$ cat src/rtl/program_sequencer.sv
// Run-control FSM for the single-cycle core: launches one of three programs, gates PC advance,
// drains after halt, enforces a run timeout and reports completion on a four-phase req/done handshake.
module program_sequencer #(
  parameter int              PC_W      = 10,
  parameter int              CYC_W     = 16,
  parameter logic [PC_W-1:0] PROG0_PC  = '0,
  parameter logic [PC_W-1:0] PROG1_PC  = 10'h080,
  parameter logic [PC_W-1:0] PROG2_PC  = 10'h100,
  parameter int              DRAIN_CYC = 2,
  parameter int              TIMEOUT   = 16'hFFFF
) (
  input  logic             clk,
  input  logic             reset,
  input  logic             req,
  input  logic [1:0]       prog_sel,
  input  logic             halt,
  input  logic             stall,
  output logic             pc_load,
  output logic [PC_W-1:0]  pc_load_val,
  output logic             pc_en,
  output logic             flush,
  output logic             busy,
  output logic             done,
  output logic             timed_out,
  output logic             sel_err,
  output logic [CYC_W-1:0] cycle_count,
  output logic [1:0]       prog_id
);

  typedef enum logic [2:0] {IDLE, LOAD, RUN, DRAIN, DONE} state_t;

  localparam logic [CYC_W-1:0] CYC_LAST = CYC_W'(TIMEOUT - 1);
  localparam logic [3:0]       DRAIN_N  = 4'(DRAIN_CYC);

  state_t     state;
  logic [3:0] dcnt;
  logic       run_q;

  function automatic logic [PC_W-1:0] start_pc(input logic [1:0] sel);
    case (sel)
      2'd0:    start_pc = PROG0_PC;
      2'd1:    start_pc = PROG1_PC;
      default: start_pc = PROG2_PC;
    endcase
  endfunction

  // Stall is the only input allowed straight through: the PC must freeze in the stalled cycle itself.
  assign pc_en = run_q & ~stall;

  always_ff @(posedge clk) begin
    if (reset) begin
      state       <= IDLE;
      dcnt        <= '0;
      run_q       <= 1'b0;
      pc_load     <= 1'b0;
      pc_load_val <= '0;
      flush       <= 1'b0;
      busy        <= 1'b0;
      done        <= 1'b0;
      timed_out   <= 1'b0;
      sel_err     <= 1'b0;
      cycle_count <= '0;
      prog_id     <= '0;
    end else begin
      pc_load     <= 1'b0;
      flush       <= 1'b0;
      pc_load_val <= '0;
      sel_err     <= 1'b0;
      case (state)
        IDLE: begin
          if (req) begin
            if (prog_sel != 2'd3) begin
              prog_id     <= prog_sel;
              timed_out   <= 1'b0;
              pc_load     <= 1'b1;
              flush       <= 1'b1;
              busy        <= 1'b1;
              pc_load_val <= start_pc(prog_sel);
              state       <= LOAD;
            end else begin
              sel_err <= 1'b1;
            end
          end
        end
        LOAD: begin
          cycle_count <= '0;
          run_q       <= 1'b1;
          state       <= RUN;
        end
        RUN: begin
          if (cycle_count != '1) cycle_count <= cycle_count + CYC_W'(1);
          // A qualifying halt takes priority over a coincident timeout.
          if (halt && !stall) begin
            dcnt  <= DRAIN_N;
            run_q <= 1'b0;
            state <= DRAIN;
          end else if (cycle_count == CYC_LAST) begin
            timed_out <= 1'b1;
            run_q     <= 1'b0;
            busy      <= 1'b0;
            done      <= 1'b1;
            state     <= DONE;
          end
        end
        DRAIN: begin
          if (cycle_count != '1) cycle_count <= cycle_count + CYC_W'(1);
          if (dcnt == 4'd1) begin
            busy  <= 1'b0;
            done  <= 1'b1;
            state <= DONE;
          end else begin
            dcnt <= dcnt - 4'd1;
          end
        end
        DONE: begin
          if (!req) begin
            done  <= 1'b0;
            state <= IDLE;
          end
        end
        default: state <= IDLE;
      endcase
    end
  end

endmodule

$ cat config.mk
export PLATFORM = sky130hd
export DESIGN_NAME = program_sequencer
export DESIGN_NICKNAME = d
export VERILOG_FILES = /design/src/rtl/program_sequencer.sv
export SDC_FILE = /design/constraint.sdc
export NUM_CORES = 1
export LEC_CHECK = 0
export CAP_MARGIN = 10
export CELL_PAD_IN_SITES_DETAIL_PLACEMENT = 1
export CELL_PAD_IN_SITES_GLOBAL_PLACEMENT = 2
export CORE_MARGIN = 4
export CORE_UTILIZATION = 26
export DETAILED_ROUTE_END_ITERATION = 12
export PLACE_DENSITY = 0.71
export SLEW_MARGIN = 40
export SYNTH_ARGS = -nofsm -noshare
export SYNTH_HDL_FRONTEND = slang
export SYNTH_SLANG_ARGS = --single-unit
$ cat constraint.sdc
create_clock -name clk -period 1.53 [get_ports clk]
set_input_delay 0.306 -clock clk [delete_from_list [all_inputs] [get_ports clk]]
set_output_delay 0.306 -clock clk [all_outputs]
set_load 0.1 [all_outputs]
==> results.ini, run 1 <==
[floorplanning]
num_rows=29
dieWidth_um=90.8
die_h_um=90.8
design.core.area_mm2=0.00649
io_pins=42
dieArea_mm2=0.00824
start_util_pct=27.4

[run_status]
status=finished, violations left
violations=setup timing

[logic_synthesis]
yosysTopAreaCellShare_pct=37.1
yosysSeqAreaShare_pct=37.1
syn_area_per_cell_um2=8.52
post-synth-top-area-cell=dfxtp_1
synth_seq_cells=33
synthTopCellsByArea=dfxtp_1 (37%), a21oi_1 (4.8%), or3_1 (3.9%)
ys_async_sr_fraction_pct=0
synth_edf_count=0
yosys_most_used_dff=dfxtp_1
synth_cell_types=50
syn_area_mm2=0.00178
yosysWarnings=0
syn_inst=209

[worst_setup_path]
worstSetupPathType=reg2reg
crit_start=state[2]$_SDFFE_PP0P_
critPathCaptureType=register
r2r_start=state[2]$_SDFFE_PP0P_
critPathMaxFanout=6
startpoint_type=register
cp.arrival_ns=1.85
cp.required_ns=1.76

[global_routing]
grt_overflow_total=0
grt_max_degree=13
grt_use_total_pct=14.7
grt_pass1_wl_um=9980
grt_pass1_vias=1997
antenna_found_initial=0

[timing]
setup_viol=10
grt_setup_unrepaired=yes
maxSlewViolCount=0
fin_crit_sh_pct=106
setup_slack_ns=-0.0987
layout_min_cycle_time_ns=1.63
slew_headroom_pct=64.4
final_hold_viol_count=0
final.setup_skew_ns=0.00712
max_freq_ghz=0.614
worst_slew_pin_slew_ns=0.534

[finish]
n_fill_cell=710
drive_above_1_share_pct=55.5
mostFrequentLayoutCells=buf_4 (58), buf_12 (27), dfxtp_4 (16)
final_common_cell=buf_4
design_area_mm2=0.00341
final_core_util_pct=52.5
syn2layout_area_growth_pct=91.5
multi_input_area_mm2=0.00130
antenna_cells=0
fin_nets=320
regArea_um2=727

[run]
maxCapViolCount=0

[detailed_routing]
drt_iter0_markers=63
routedWlPerCell_um=16.3
via_per_inst=5.15
ant_nets=0
dr.pass1.iters=6
wirelength_um=6300
drc=0
via_count=1994

[clock_network]
cts_buffers=5
insertion_delay_ns=0.29
cts_root_buf=clkbuf_8
cts_hold_buf=0
cts_tree=done
htree_levels=2
clockBufferDepth=2
clk_pin_slew_worst_paths_ns=0.07
cts.sinks=33

[placement]
gp_congestion=0.792
io_buffers=33
dp_hpwl_um=4540
placed_area_mm2=0.00293

[min_path]
hp-class=reg2reg
min_from=prog_id[1]$_SDFFE_PP0P_

[power_and_ir_drop]
cellPowerDensity_mw_per_mm2=1180
p_leak_nw=1.37
peakVddDrop_v=0.00112
total_power_mw=4.02

-- kinds of logic (layout without fill, tap and decap cells) --
| logic type | Yosys count | in the layout | share of synthesized area, % |
|---|---|---|---|
| buf+inv | 23 | 117 | 6.81 |
| xor+xnor | 1 | 1 | 0.492 |
| other cells | 1 | 8 | 0.210 |
| fa+ha+maj | 4 | 4 | 2.81 |
| compound gates | 58 | 58 | 21.4 |
| mux | 4 | 4 | 2.25 |
| flops | 33 | 33 | 37.1 |
| simple gates | 85 | 85 | 28.9 |
-- per-stage QoR --
| step | hold slack, ns | setup slack (ns) | instances | TNS (ns) |
|---|---|---|---|---|
| 2_1_floorplan | 0.382 | -0.349 | 216 | -2.96 |
| 4_1_cts | 0.536 | -0.0934 | 379 | -0.321 |
| 3_3_place_gp | 0.507 | -0.404 | 366 | -5.02 |
| 3_5_place_dp | 0.515 | -0.464 | 366 | -5.89 |
| 5_1_grt | 0.575 | -0.196 | 387 | -1.97 |
| 6_report | 0.535 | -0.0987 | 387 | -0.440 |
-- path summary, 6_finish.rpt --
| check | to | slack, ns | cells after the start |
|---|---|---|---|
| max | cycle_count[11]$_SDFFE_PP0P_ | -0.1 | 4 |
| min | prog_id[1]$_SDFFE_PP0P_ | 0.54 | 2 |
| max reg2reg | cycle_count[11]$_SDFFE_PP0P_ | -0.1 | 4 |
| min reg2reg | prog_id[1]$_SDFFE_PP0P_ | 0.54 | 2 |
-- routing by layer --
metal | up-vias | GRT usage (%) | share of wire [%]
li1 | 972 | - | -
met1 | 987 | 18.0 | 44
met2 | 28 | 25.6 | 52
met3 | 7 | 3.33 | 2.5
met4 | 0 | 4.27 | 1.2
met5 | - | 0 | 0
-- power breakdown --
part | leakage (nW) | internal [mW] | switching, mW
Clock | 0.0455 | 0.367 | 0.331
Sequential | 0.283 | 0.982 | 0.130
Combinational | 1.04 | 0.977 | 1.24
-- worst max-delay path, cell delays in order (launching register included) --
cell	delay, ns
dfxtp_1	0.31
and4b_1	0.29
or4b_4	0.53
or3_1	0.33
a21oi_1	0.11
-- Yosys cell counts, types with 3 or more instances --
cell type   n
dfxtp_1    33
a21oi_1    17
nand2_1    13
o21ai_0    13
nor2_1     11
or3_1      11
buf_4       9
clkbuf_1    7
inv_1       6
nand4_1     6
nor2b_1     5
nor3_1      5
nor3b_1     5
o41ai_1     5
and2_1      4
ha_1        4
mux2i_1     4
nand2b_1    4
a31oi_1     3
o2111ai_1   3
o211ai_1    3
o311ai_0    3
-- flip-flops by register name, indices dropped and copies added, names as in the netlist, 2 cells and up --
name         flops
cycle_count     16
pc_load_val      2
state            3
dcnt             4
prog_id          2
-- layout make-up --
cell class,count,area share [%]
flip-flops and latches,33,21.3
multi-input cells,160,38.2
repair buffers,103,34.3
clock buffers,8,2.64
inverters,6,0.733
well taps,77,2.82
-- timing repair --
action                     4_1_cts  5_1_grt
setup buffers                    5        8
gates resized for setup         34       48
pin swaps                       10       12
setup endpoints to repair       32       28
gates cloned                     0        1
No activity file was read; power rests on OpenSTA's default activity.
==> run 2, diff against run 1 <==
--- a/config.mk
+++ b/config.mk
@@ -9,9 +9,9 @@
 export CELL_PAD_IN_SITES_DETAIL_PLACEMENT = 1
 export CELL_PAD_IN_SITES_GLOBAL_PLACEMENT = 2
 export CORE_MARGIN = 4
-export CORE_UTILIZATION = 26
+export CORE_UTILIZATION = 29
 export DETAILED_ROUTE_END_ITERATION = 12
-export PLACE_DENSITY = 0.71
+export PLACE_DENSITY = 0.75
 export SLEW_MARGIN = 40
 export SYNTH_ARGS = -nofsm -noshare
 export SYNTH_HDL_FRONTEND = slang
==> constraint.sdc (replaced) <==
create_clock -name clk -period 1.51 [get_ports clk]
set_input_delay 0.302 -clock clk [delete_from_list [all_inputs] [get_ports clk]]
set_output_delay 0.302 -clock clk [all_outputs]
set_load 0.1 [all_outputs]
==> run 2 against run 1 <==
Effect of this change: critical endpoint unchanged; largest power group unchanged; the flow still finishes with violations (setup timing); combinational power is 9.5% higher; clock power increased by 8.2%; highest routed layer unchanged; die area shrank 9.5%; total power is 6.9% higher; clock skew up 0.0034 ns; cell area increased by 3.2%; critical path type unchanged; fmax is 4.1% lower.
==> results.ini, run 2 (synthesis gave the netlist of run 1 again) <==
[finish]
design_area_mm2=0.00352
regArea_um2=726
multi_input_area_mm2=0.00133
mostFrequentLayoutCells=buf_4 (59), buf_12 (27), dfxtp_4 (15)
largest_register=cycle_count
instances_no_fill=390
fin_nets=325
final_core_util_pct=59.1
drive_above_1_share_pct=60.3
final_common_cell=buf_4
reg_top3=cycle_count: 16 flops, dcnt: 4 flops, state: 3 flops
syn2layout_area_growth_pct=97.6
antenna_cells=0
largest_register_ff_count=16
n_fill_cell=650

[power_and_ir_drop]
total_power_mw=4.30
p_leak_nw=1.46
peakVddDrop_v=0.00112
cellPowerDensity_mw_per_mm2=1220

[clock_network]
cts_root_buf=clkbuf_8
cts.sinks=33
cts_tree=done
clk_pin_slew_worst_paths_ns=0.07
insertion_delay_ns=0.30
cts_buffers=5
htree_levels=2
clockBufferDepth=2

[timing]
grt_setup_unrepaired=yes
final_hold_viol_count=0
maxSlewViolCount=0
final.setup_skew_ns=0.0106
timing.hold.ws_ns=0.535
layout_min_cycle_time_ns=1.70
fin_crit_sh_pct=112
tns_ns=-1.49
max_freq_ghz=0.589
setup_slack_ns=-0.188
setup_viol=22

[global_routing]
antenna_found_initial=0
grt_pass1_wl_um=10100
grt_overflow_total=0
grt_max_degree=11
grt_use_total_pct=17.5
grt_pass1_vias=2044

[detailed_routing]
routedWlPerCell_um=17.9
dr.pass1.iters=4
drt_iter0_markers=48
via_count=2015
wirelength_um=6980
ant_nets=0
drc=0
via_per_inst=5.17

[placement]
gp_congestion=0.794
placed_area_mm2=0.00295
dp_hpwl_um=4570
place_inst=367
pre_cts_ws_ns=-0.490
io_buffers=33

[floorplanning]
start_util_pct=29.9
die_h_um=86.4
num_rows=28
io_pins=42
dieArea_mm2=0.00746
design.core.area_mm2=0.00596
dieWidth_um=86.4

[min_path]
whs_path_depth=2
min_from=run_q$_SDFFE_PP0P_
min_to=run_q$_SDFFE_PP0P_
hp-class=reg2reg

[run_status]
status=finished, violations left
violations=setup timing

[worst_setup_path]
r2r_setup_slack_ns=-0.19
cp.arrival_ns=1.92
worstSetupPathType=reg2reg
r2r_end=cycle_count[11]$_SDFFE_PP0P_
r2r_start=state[2]$_SDFFE_PP0P_
startpoint_type=register
reg2regPathDepth=4
critPathMaxFanout=6
critPathCaptureType=register
cp.required_ns=1.73

[run]
maxCapViolCount=0

[run 2: cell count changes in the layout (fill, tap and decap cells not counted), moves of 4 or more]
cell / previous run / this run
a21oi_1: 10 / 6
o21ai_1: 5 / 1
a21oi_2: 7 / 11
o21ai_0: 6 / 10
[run 2: layout make-up]
cell class	count	share of cell area (%)
clock inverters	1	0.142
inverters	6	0.640
clock buffers	7	2.74
repair buffers	108	35.4
multi-input cells	160	37.8
well taps	75	2.67
flip-flops and latches	33	20.6
[run 2: layer usage]
metal / routed length [um] / GRT usage [%] / up-vias
li1: - / - / 983
met1: 2690 / 20.0 / 983
met2: 3920 / 32.0 / 34
met3: 224 / 3.99 / 15
met4: 150 / 5.38 / 0
met5: 0 / 0 / -
[run 2: worst max-delay path: stages, from the launching register on]
cell,delay (ns)
dfxtp_2,0.32
and4b_1,0.29
or4b_4,0.55
or3_4,0.36
a21oi_2,0.11
[run 2: timing repair]
action,4_1_cts,5_1_grt
cloned,1,0
buffers inserted,8,6
hold buffers,0,0
resized for setup,43,40
pin swaps,19,14
setup endpoints to repair,34,30
[run 2: report_power, final]
part / internal, mW / switching, mW / total (mW)
sequential: 0.993 / 0.130 / 1.12
combinational: 1.13 / 1.29 / 2.42
clock: 0.412 / 0.342 / 0.755
total: 2.54 / 1.77 / 4.30
[run 2: worst max-delay path by stage]
stage,start,end,slack [ns],depth (start not counted)
global route,state[2]$_SDFFE_PP0P_,cycle_count[13]$_SDFFE_PP0P_,-0.26,4
detailed placement,req,pc_load_val[8]$_SDFF_PP0_,-0.49,5
floorplan,cycle_count[0]$_SDFFE_PP0P_,cycle_count[13]$_SDFFE_PP0P_,-0.37,4
finish,state[2]$_SDFFE_PP0P_,cycle_count[11]$_SDFFE_PP0P_,-0.19,4
CTS,state[2]$_SDFFE_PP0P_,cycle_count[11]$_SDFFE_PP0P_,-0.13,4
global placement,req,pc_load_val[8]$_SDFF_PP0_,-0.45,5
==> run 3, diff against run 2 <==
--- a/config.mk
+++ b/config.mk
@@ -8,7 +8,7 @@
 export CAP_MARGIN = 10
 export CELL_PAD_IN_SITES_DETAIL_PLACEMENT = 1
 export CELL_PAD_IN_SITES_GLOBAL_PLACEMENT = 2
-export CORE_MARGIN = 4
+export CORE_MARGIN = 2
 export CORE_UTILIZATION = 29
 export DETAILED_ROUTE_END_ITERATION = 12
 export PLACE_DENSITY = 0.75
==> run 3 against run 2 <==
Effect of this change: the run still ends with setup timing left; total power increased by 1.5%; setup slack got worse by 0.017 ns; register-to-register slack got worse by 0.02 ns; clock skew increased by 0.00085 ns; cell area increased by 3.3%; count of clock-buffer cells in the layout decreased by 2; combinational power increased by 6%; utilization increased by 2.3 points; fmax decreased by 0.97%; critical path type unchanged; largest power group unchanged.
==> results.ini, run 3 (synthesis gave the netlist of run 1 again) <==
[finish]
largest_register_ff_count=16
n_fill_cell=657
final_core_util_pct=61.4
regArea_um2=726
antenna_cells=0
syn2layout_area_growth_pct=104
design_area_mm2=0.00364
largest_register=cycle_count
drive_above_1_share_pct=64.9
multi_input_area_mm2=0.00141
final_common_cell=buf_4
reg_top3=cycle_count: 16 flops, dcnt: 4 flops, state: 3 flops
fin_nets=335
mostFrequentLayoutCells=buf_4 (69), buf_12 (27), dfxtp_4 (15)
instances_no_fill=400

[detailed_routing]
drc=0
via_count=2103
ant_nets=0
drt_iter0_markers=57
routedWlPerCell_um=18.2
via_per_inst=5.26
dr.pass1.iters=4
wirelength_um=7270

[global_routing]
grt_overflow_total=0
grt_pass1_wl_um=10400
grt_max_degree=12
grt_pass1_vias=2186
antenna_found_initial=0
grt_use_total_pct=20.4

[floorplanning]
dieWidth_um=82.4
start_util_pct=30.1
die_h_um=82.4
num_rows=28
design.core.area_mm2=0.00592
io_pins=42
dieArea_mm2=0.00679

[power_and_ir_drop]
peakVddDrop_v=0.00102
cellPowerDensity_mw_per_mm2=1200
p_leak_nw=1.51

[placement]
placed_area_mm2=0.00298
place_inst=371
gp_congestion=0.786
io_buffers=33
dp_hpwl_um=4610

[worst_setup_path]
r2r_start=state[2]$_SDFFE_PP0P_
critPathMaxFanout=5
critPathCaptureType=register
crit_start=state[2]$_SDFFE_PP0P_
cp.arrival_ns=1.87
startpoint_type=register
cp.required_ns=1.67
worstSetupPathType=reg2reg

[clock_network]
cts_root_buf=clkbuf_8
clk_pin_slew_worst_paths_ns=0.08
clockBufferDepth=2
cts.sinks=33
cts_hold_buf=0
insertion_delay_ns=0.29
cts_tree=done
htree_levels=2
cts_buffers=5

[timing]
layout_min_cycle_time_ns=1.71
maxSlewViolCount=0
timing.hold.ws_ns=0.521
setup_slack_ns=-0.205
fin_crit_sh_pct=114
setup_viol=23
grt_setup_unrepaired=yes
max_freq_ghz=0.583
final.setup_skew_ns=0.0114
final_hold_viol_count=0

[run_status]
status=finished, violations left
violations=setup timing

[min_path]
hp-class=reg2reg
min_from=run_q$_SDFFE_PP0P_

[run]
maxCapViolCount=0

==> run 3: final timing paths <==
| path | endpoint | slack, ns | depth (start not counted) |
|---|---|---|---|
| max reg2reg | cycle_count[13]$_SDFFE_PP0P_ | -0.20 | 4 |
| min | run_q$_SDFFE_PP0P_ | 0.52 | 2 |
| max | cycle_count[13]$_SDFFE_PP0P_ | -0.20 | 4 |
| min reg2reg | run_q$_SDFFE_PP0P_ | 0.52 | 2 |
==> run 3: cell type report <==
cell class	instances	share of cell area (%)
Clock inverter	3	0.447
Tap cell	75	2.58
Sequential cell	33	20.0
Clock buffer	5	1.89
Inverter	6	0.688
Timing Repair Buffer	118	35.7
Multi-Input combinational cell	160	38.8
==> run 3: power by group <==
| part | switching, mW | leakage (nW) | internal, mW |
|---|---|---|---|
| clock | 0.352 | 0.0482 | 0.319 |
| sequential | 0.145 | 0.283 | 0.993 |
| combinational | 1.39 | 1.18 | 1.17 |
==> run 3: worst max-delay path, cell delays in order, from the launching register on <==
cell      delay, ns
dfxtp_2        0.34
and4b_1        0.27
or4b_4         0.52
o311ai_2       0.32
o41ai_2        0.12
==> run 3: repair_timing <==
action	CTS	global route
gates resized for setup	45	65
setup buffers	9	10
gates cloned	2	0
pin swaps	23	26
endpoints found under the setup margin	34	30
==> run 3: stage by stage <==
stage	setup slack (ns)	power [mW]	setup TNS (ns)
after floorplan	-0.369	2.24	-3.27
after global placement	-0.445	3.03	-5.23
after detailed placement	-0.501	3.07	-6.54
after CTS	-0.152	4.01	-0.640
after global routing	-0.280	4.58	-3.58
final	-0.205	4.37	-1.85
==> run 3: layer usage <==
| metal | wire length (um) | GRT usage, % |
|---|---|---|
| met3 | 205 | 4.13 |
| met2 | 4100 | 38.5 |
| met1 | 2810 | 22.6 |
| met5 | 0 | 0 |
| met4 | 163 | 6.67 |
